**src/rtl/vc_word_rx_pkg.sv**
```systemverilog
// Shared link parameters for the WRR arbiter, VC table and the word receiver.
package vc_word_rx_pkg;
  localparam int WORD_W     = 4;
  localparam int VC_W       = 2;
  localparam int NUM_VC     = 2 ** VC_W;
  localparam int FIFO_DEPTH = 4;
  localparam int CNT_W      = $clog2(WORD_W);
  localparam int PTR_W      = $clog2(FIFO_DEPTH) + 1;
endpackage

```
**src/rtl/vc_rx_fifo.sv**
```systemverilog
// Single-clock word FIFO with registered full/empty; a pop frees room for a same-cycle push.
module vc_rx_fifo #(
  parameter int WORD_W     = 4,
  parameter int DEPTH      = 4,
  parameter bit SYNTH_VIEW = 1'b0
) (
  input  logic              clk,
  input  logic              reset,
  input  logic              push,
  input  logic [WORD_W-1:0] push_data,
  input  logic              pop,
  output logic [WORD_W-1:0] head,
  output logic              full,
  output logic              empty
);
  localparam int AW = $clog2(DEPTH);
  localparam int PW = AW + 1;

  logic [DEPTH-1:0][WORD_W-1:0] mem_q, mem_d;
  logic [PW-1:0] wr_ptr_q, wr_ptr_d, rd_ptr_q, rd_ptr_d;
  logic          full_q, full_d, empty_q, empty_d;
  logic          push_ok, pop_ok;

  generate
    if (SYNTH_VIEW) begin : g_synth
      always_comb begin
        pop_ok   = pop & ~empty_q;
        push_ok  = push & (~full_q | pop_ok);
        wr_ptr_d = wr_ptr_q + PW'(push_ok);
        rd_ptr_d = rd_ptr_q + PW'(pop_ok);
      end
    end else begin : g_cond
      always_comb begin
        pop_ok   = 1'b0;
        push_ok  = 1'b0;
        wr_ptr_d = wr_ptr_q;
        rd_ptr_d = rd_ptr_q;
        if (pop && !empty_q) begin
          pop_ok   = 1'b1;
          rd_ptr_d = rd_ptr_q + 1'b1;
        end
        // A full FIFO still accepts the word when its head leaves this cycle.
        if (push && (!full_q || pop_ok)) begin
          push_ok  = 1'b1;
          wr_ptr_d = wr_ptr_q + 1'b1;
        end
      end
    end
  endgenerate

  always_comb begin
    mem_d = mem_q;
    if (push_ok) mem_d[wr_ptr_q[AW-1:0]] = push_data;
    empty_d = (wr_ptr_d == rd_ptr_d);
    full_d  = (wr_ptr_d[AW] != rd_ptr_d[AW]) && (wr_ptr_d[AW-1:0] == rd_ptr_d[AW-1:0]);
  end

  always_ff @(posedge clk) begin
    if (reset) begin
      wr_ptr_q <= '0;
      rd_ptr_q <= '0;
      full_q   <= 1'b0;
      empty_q  <= 1'b1;
    end else begin
      wr_ptr_q <= wr_ptr_d;
      rd_ptr_q <= rd_ptr_d;
      full_q   <= full_d;
      empty_q  <= empty_d;
    end
  end

  always_ff @(posedge clk) mem_q <= mem_d;

  assign head  = mem_q[rd_ptr_q[AW-1:0]];
  assign full  = full_q;
  assign empty = empty_q;
endmodule

```
**src/rtl/vc_word_rx.sv**
```systemverilog
// Deserializes the per-VC serial bit stream into words, queues them per VC, and serves reads.
module vc_word_rx
  import vc_word_rx_pkg::*;
#(
  parameter bit SYNTH_VIEW = 1'b0
) (
  input  logic              clk,
  input  logic              reset,
  input  logic              data_valid,
  input  logic              data_in,
  input  logic [VC_W-1:0]   VC_id,
  input  logic              rd_en,
  input  logic [VC_W-1:0]   rd_vc,
  output logic [WORD_W-1:0] Data_Word_out,
  output logic              rd_valid,
  output logic [NUM_VC-1:0] fifo_full,
  output logic [NUM_VC-1:0] fifo_empty,
  output logic [NUM_VC-1:0] overflow
);
  logic [NUM_VC-1:0][CNT_W-1:0]  cnt_q, cnt_d;
  logic [NUM_VC-1:0][WORD_W-1:0] shreg_q, shreg_d;
  logic [NUM_VC-1:0][WORD_W-1:0] head;
  logic [NUM_VC-1:0]             push, pop;
  logic [WORD_W-1:0]             push_word;
  logic [NUM_VC-1:0]             overflow_q, overflow_d;
  logic [WORD_W-1:0]             data_word_q, data_word_d;
  logic                          rd_valid_q, rd_valid_d;
  logic                          pop_ok;

  // Only one VC owns the link per cycle, so a single push word serves all FIFOs.
  always_comb begin
    cnt_d     = cnt_q;
    shreg_d   = shreg_q;
    push      = '0;
    push_word = {data_in, shreg_q[VC_id][WORD_W-2:0]};
    if (data_valid) begin
      shreg_d[VC_id][cnt_q[VC_id]] = data_in;
      cnt_d[VC_id]                 = cnt_q[VC_id] + 1'b1;
      if (cnt_q[VC_id] == CNT_W'(WORD_W - 1)) push[VC_id] = 1'b1;
    end
  end

  always_comb begin
    pop         = '0;
    pop[rd_vc]  = rd_en;
    pop_ok      = rd_en && !fifo_empty[rd_vc];
    rd_valid_d  = pop_ok;
    data_word_d = pop_ok ? head[rd_vc] : data_word_q;
    // A full FIFO is never empty, so a same-VC pop always makes room.
    overflow_d  = overflow_q | (push & fifo_full & ~pop);
  end

  always_ff @(posedge clk) begin
    if (reset) begin
      cnt_q       <= '0;
      shreg_q     <= '0;
      overflow_q  <= '0;
      data_word_q <= '0;
      rd_valid_q  <= 1'b0;
    end else begin
      cnt_q       <= cnt_d;
      shreg_q     <= shreg_d;
      overflow_q  <= overflow_d;
      data_word_q <= data_word_d;
      rd_valid_q  <= rd_valid_d;
    end
  end

  generate
    for (genvar v = 0; v < NUM_VC; v++) begin : g_vc
      vc_rx_fifo #(
        .WORD_W    (WORD_W),
        .DEPTH     (FIFO_DEPTH),
        .SYNTH_VIEW(SYNTH_VIEW)
      ) u_fifo (
        .clk      (clk),
        .reset    (reset),
        .push     (push[v]),
        .push_data(push_word),
        .pop      (pop[v]),
        .head     (head[v]),
        .full     (fifo_full[v]),
        .empty    (fifo_empty[v])
      );
    end
  endgenerate

  assign Data_Word_out = data_word_q;
  assign rd_valid      = rd_valid_q;
  assign overflow      = overflow_q;
endmodule

```
**config.mk**
```make
export PLATFORM = sky130hd
export DESIGN_NAME = vc_word_rx
export DESIGN_NICKNAME = d
export VERILOG_FILES = /design/src/rtl/vc_word_rx_pkg.sv /design/src/rtl/vc_rx_fifo.sv /design/src/rtl/vc_word_rx.sv
export SDC_FILE = /design/constraint.sdc
export NUM_CORES = 1
export LEC_CHECK = 0
export BUFFER_PORTS_ARGS = -buffer_cell sky130_fd_sc_hd__buf_2
export CORE_UTILIZATION = 55
export CTS_BUF_LIST = sky130_fd_sc_hd__clkbuf_8
export DETAILED_ROUTE_END_ITERATION = 12
export HOLD_SLACK_MARGIN = 0.05
export PLACE_DENSITY = 0.72
export REMOVE_ABC_BUFFERS = 1
export SETUP_SLACK_MARGIN = 0.02
export SLEW_MARGIN = 20
export SYNTH_ARGS = -nofsm -noshare
export SYNTH_HDL_FRONTEND = slang
export SYNTH_SLANG_ARGS = --single-unit
```
**constraint.sdc**
```tcl
create_clock -name clk -period 5.44 [get_ports clk]
set_input_delay 0.544 -clock clk [delete_from_list [all_inputs] [get_ports clk]]
set_output_delay 0.544 -clock clk [all_outputs]
set_load 0.05 [all_outputs]
```
==> metrics.md <==
| Metric | Value |
|---|---|
| # resized after CTS | 0 |
| CTS tree | done |
| Vias in the first global route | roughly 3.3k |
| Req. time, crit path | 5.75 ns |
| Post-synthesis sequential area ratio | 0.544 |
| Via density | roughly 5.5 |
| 1st-iter DRT viols | 185 |
| CP arrival | 2.87 ns |
| Hold Buf Count CTS | 0 |
| Skew-Pair Late Insertion Delay | 0.42 ns |
| Pleak | 2.20 nW |
| Critical R2R Launch | cnt_q[6] |
| Final net count | 493 |
| Area grow syn2layout | 8.68% |
| Post-synth ARST share | 0 |
| Reg2reg setup slack | 3.09 ns |
| Row cnt | 37 |
| RSZ-0062 raised after global routing | no |
| Die Span Y | 105 um |
| Number of buffers added on ports | 25 |
| Overall routing resource usage | 0.202 |
| Max-slew violation count | 0 |
| Reg area | about 3100 sq um |
| Critical Path Sink | g_vc[0].u_fifo.empty |
| RR Endpoint | g_vc[0].u_fifo.empty |
| Fill cell total of the finished layout | 787 |
| Synth Flop Type | edfxtp_1 |
| Remaining DRCs | 0 |
| Worst hold path class | reg2reg |
| YS warnings | 0 |
| Synth Register Bits | 125 |
| Routed WL | 10300 um |
| Clk sinks | 125 |
| EDFF count, synth | 64 |
| Slowest stage delay, CP | between 0.6 and 0.7 ns |
| Root buffer cell | clkbuf_8 |
| Final Wtd Congestion | roughly 0.77 |
| Core Box Area | around 10000 sq um |
| Crit path launch | VC_id[0] |
| Clock transition at path regs | 0.07 ns |
| Syn Std Cell Area | 5780 sq um |
| Pwr dens | 291 nW/um^2 |
| Pre-CTS WS | 2.43 ns |
| Critical Path Fanout Max | 13 |
| Die area | approximately 11000 sq um |
| Netlist cell types | 48 |
| Detail Route Antenna Nets | 0 |
| DR pass1 iterations | 4 |
| Vias | roughly 3.3k |
| Share of post-route cells with drive strength above 1 | 0.220 |
| Area occupied by multi-input gates | 2380 sq um |
| Placed wire-length estimate | 7030 um |
| Worst Skew | 0.0116 ns |
| First-pass GRT wire length | around 17000 um |
| Setup violators final | 0 |
| Avg Cell Area, Syn | roughly 13 sq um |
| Type of origin of the critical path | primary input |
| I/O pin cnt | 26 |
| CP cell instances | buf_2, mux4_2, ha_1, and4bb_4, o211ai_1, xor2_1, xnor2_1, a31o_2 |
| CP Class | in2reg |
| Final number of hold-violating endpoints | 0 |
| Period utilization | 0.471 |
| Final min period | 2.56 ns |
| Setup TNS | 0 ns |
| Clock Tree Buf Depth | 2 |
| Grt ovf | 0 |
| Slowest cell on the critical path | mux4_2 |
| Pin count of the biggest net entering global routing | 59 |
| Die X | around 100 um |
| Worst vdd ir | between 0.00015 and 0.0002 V |
| WL/cell | 16.9 um |
| Worst reg2reg path depth | 7 |
| Post-CTS Repair Setup Buffers | 0 |
| Maxcap violations | 0 |
| Initial antenna violation count | 0 |
| Diode count | 0 |
| Critical Path Sink Type | flip-flop |
| Initial core utilization | 0.562 |
| Fmax | approximately 400 MHz |
| # H-tree levels | 4 |
| CTS Buf Count | 17 |
| Worst slew margin | 0.583 |
| Status | finished clean |
| Worst-Margin Slew | 0.623 ns |
| Cells after Synth | 445 |
| Final worst slack | roughly 2.9 ns |
## placed cells by master, fill, tap and decap left out, drive strengths merged
master and instances:
and4b 2, nand3 13, or2b 2, nor2 42, bufinv 2, and4bb 3
a31oi 5, xnor2 25, a31o 4, nand4bb 2, a22o 4, o21a 1
a22oi 8, inv 21, and3 1, nand2 33, nand4 1, mux2i 13
ha 24, a21oi 21, a211o 2, clkinvlp 4, and2 12, clkbuf 17
edfxtp 64, buf 26, dfxtp 61, nor3b 1, and3b 1, o211ai 3
mux4 21, nand4b 3, nor4b 5, a211oi 5, clkinv 7, xor2 11
nor3 3
## worst max-delay path: cells and delay by family
kind                     cells  cell delay [ns]
XOR/XNOR                     2             0.36
AND/OR/NAND/NOR              1             0.28
buffers and inverters        1             0.31
AO/OA/AOI/OAI                2             0.37
multiplexers                 1             0.65
adder cells (fa/ha/maj)      1             0.35
## cells by family after synthesis
group	synth area share
muxes	0.106
and+or+nand+nor	0.130
DFF	0.544
xor gates and xnor gates	0.0559
AOI/OAI and AO/OA	0.0688
buffers and inverters	0.0437
adders and majority gates	0.0520
## synthesized netlist by cell type (all sizes together), types with 5 or more instances
master | count | area [sq um]
edfxtp | 64 | 1920
dfxtp | 61 | 1220
nor2 | 42 | 158
nand2 | 33 | 126
xnor2 | 25 | 219
ha | 24 | 300
a21oi | 21 | 131
mux4 | 21 | 473
inv | 19 | 71.3
buf | 17 | 133
clkbuf | 13 | 48.8
mux2i | 13 | 138
nand3 | 13 | 65.1
and2 | 12 | 78.8
xor2 | 11 | 104
a22oi | 8 | 60.1
a211oi | 5 | 50.1
a31oi | 5 | 31.3
nor4b | 5 | 77.6
## area by class of cell
type,instances,area share
repair buffers,26,0.0211
multi-input cells,271,0.379
well taps,136,0.0271
clock buffers,17,0.0373
flip-flops and latches,125,0.500
inverters,19,0.0114
clock inverters,15,0.0233
## state kept, by name, summed over array words and instances, names as in the netlist
signal	flops
g_vc.u_fifo.empty	4
rd_valid	1
g_vc.u_fifo.wr_ptr_q	12
g_vc.u_fifo.rd_ptr_q	12
shreg_q	12
cnt_q	8
overflow	4
g_vc.u_fifo.full	4
g_vc.u_fifo.mem_q	64
Data_Word_out	4
## power by group
| part | internal [mW] | total, mW | switching (mW) |
|---|---|---|---|
| logic | 0.0183 | 0.0648 | 0.0465 |
| clock network | 0.404 | 0.772 | 0.368 |
| registers | 0.989 | 0.991 | 0.00236 |
| total | 1.41 | 1.83 | 0.417 |
## stage by stage
stage | hold slack (ns) | util | instance area (sq um) | total power [mW] | instances
5_1_grt | 0.476 | 0.611 | 6280 | 1.89 | 609
2_1_floorplan | 0.427 | - | 5600 | 1.04 | 415
3_3_place_gp | 0.440 | 0.574 | 5900 | 1.08 | 577
4_1_cts | 0.457 | 0.611 | 6280 | 1.84 | 609
3_5_place_dp | 0.448 | 0.574 | 5900 | 1.08 | 577
6_report | 0.455 | 0.611 | 6280 | 1.83 | 609
## worst min-delay path by stage
stage | end | cells past startpoint | startpoint | slack (ns)
6_report | shreg_q[8] | 2 | shreg_q[8] | 0.46
5_1_grt | shreg_q[14] | 2 | shreg_q[14] | 0.48
4_1_cts | shreg_q[8] | 2 | shreg_q[8] | 0.46
3_5_place_dp | shreg_q[8] | 2 | shreg_q[8] | 0.45
3_3_place_gp | shreg_q[2] | 2 | shreg_q[2] | 0.44
2_1_floorplan | shreg_q[10] | 2 | shreg_q[10] | 0.43
## metal layers
layer / share of wire / global-route usage
met2: 0.50 / 0.331
met1: 0.45 / 0.266
met4: 0.010 / 0.0806
met3: 0.034 / 0.0357
met5: 0 / 0
No activity file was read; power rests on OpenSTA's default activity.
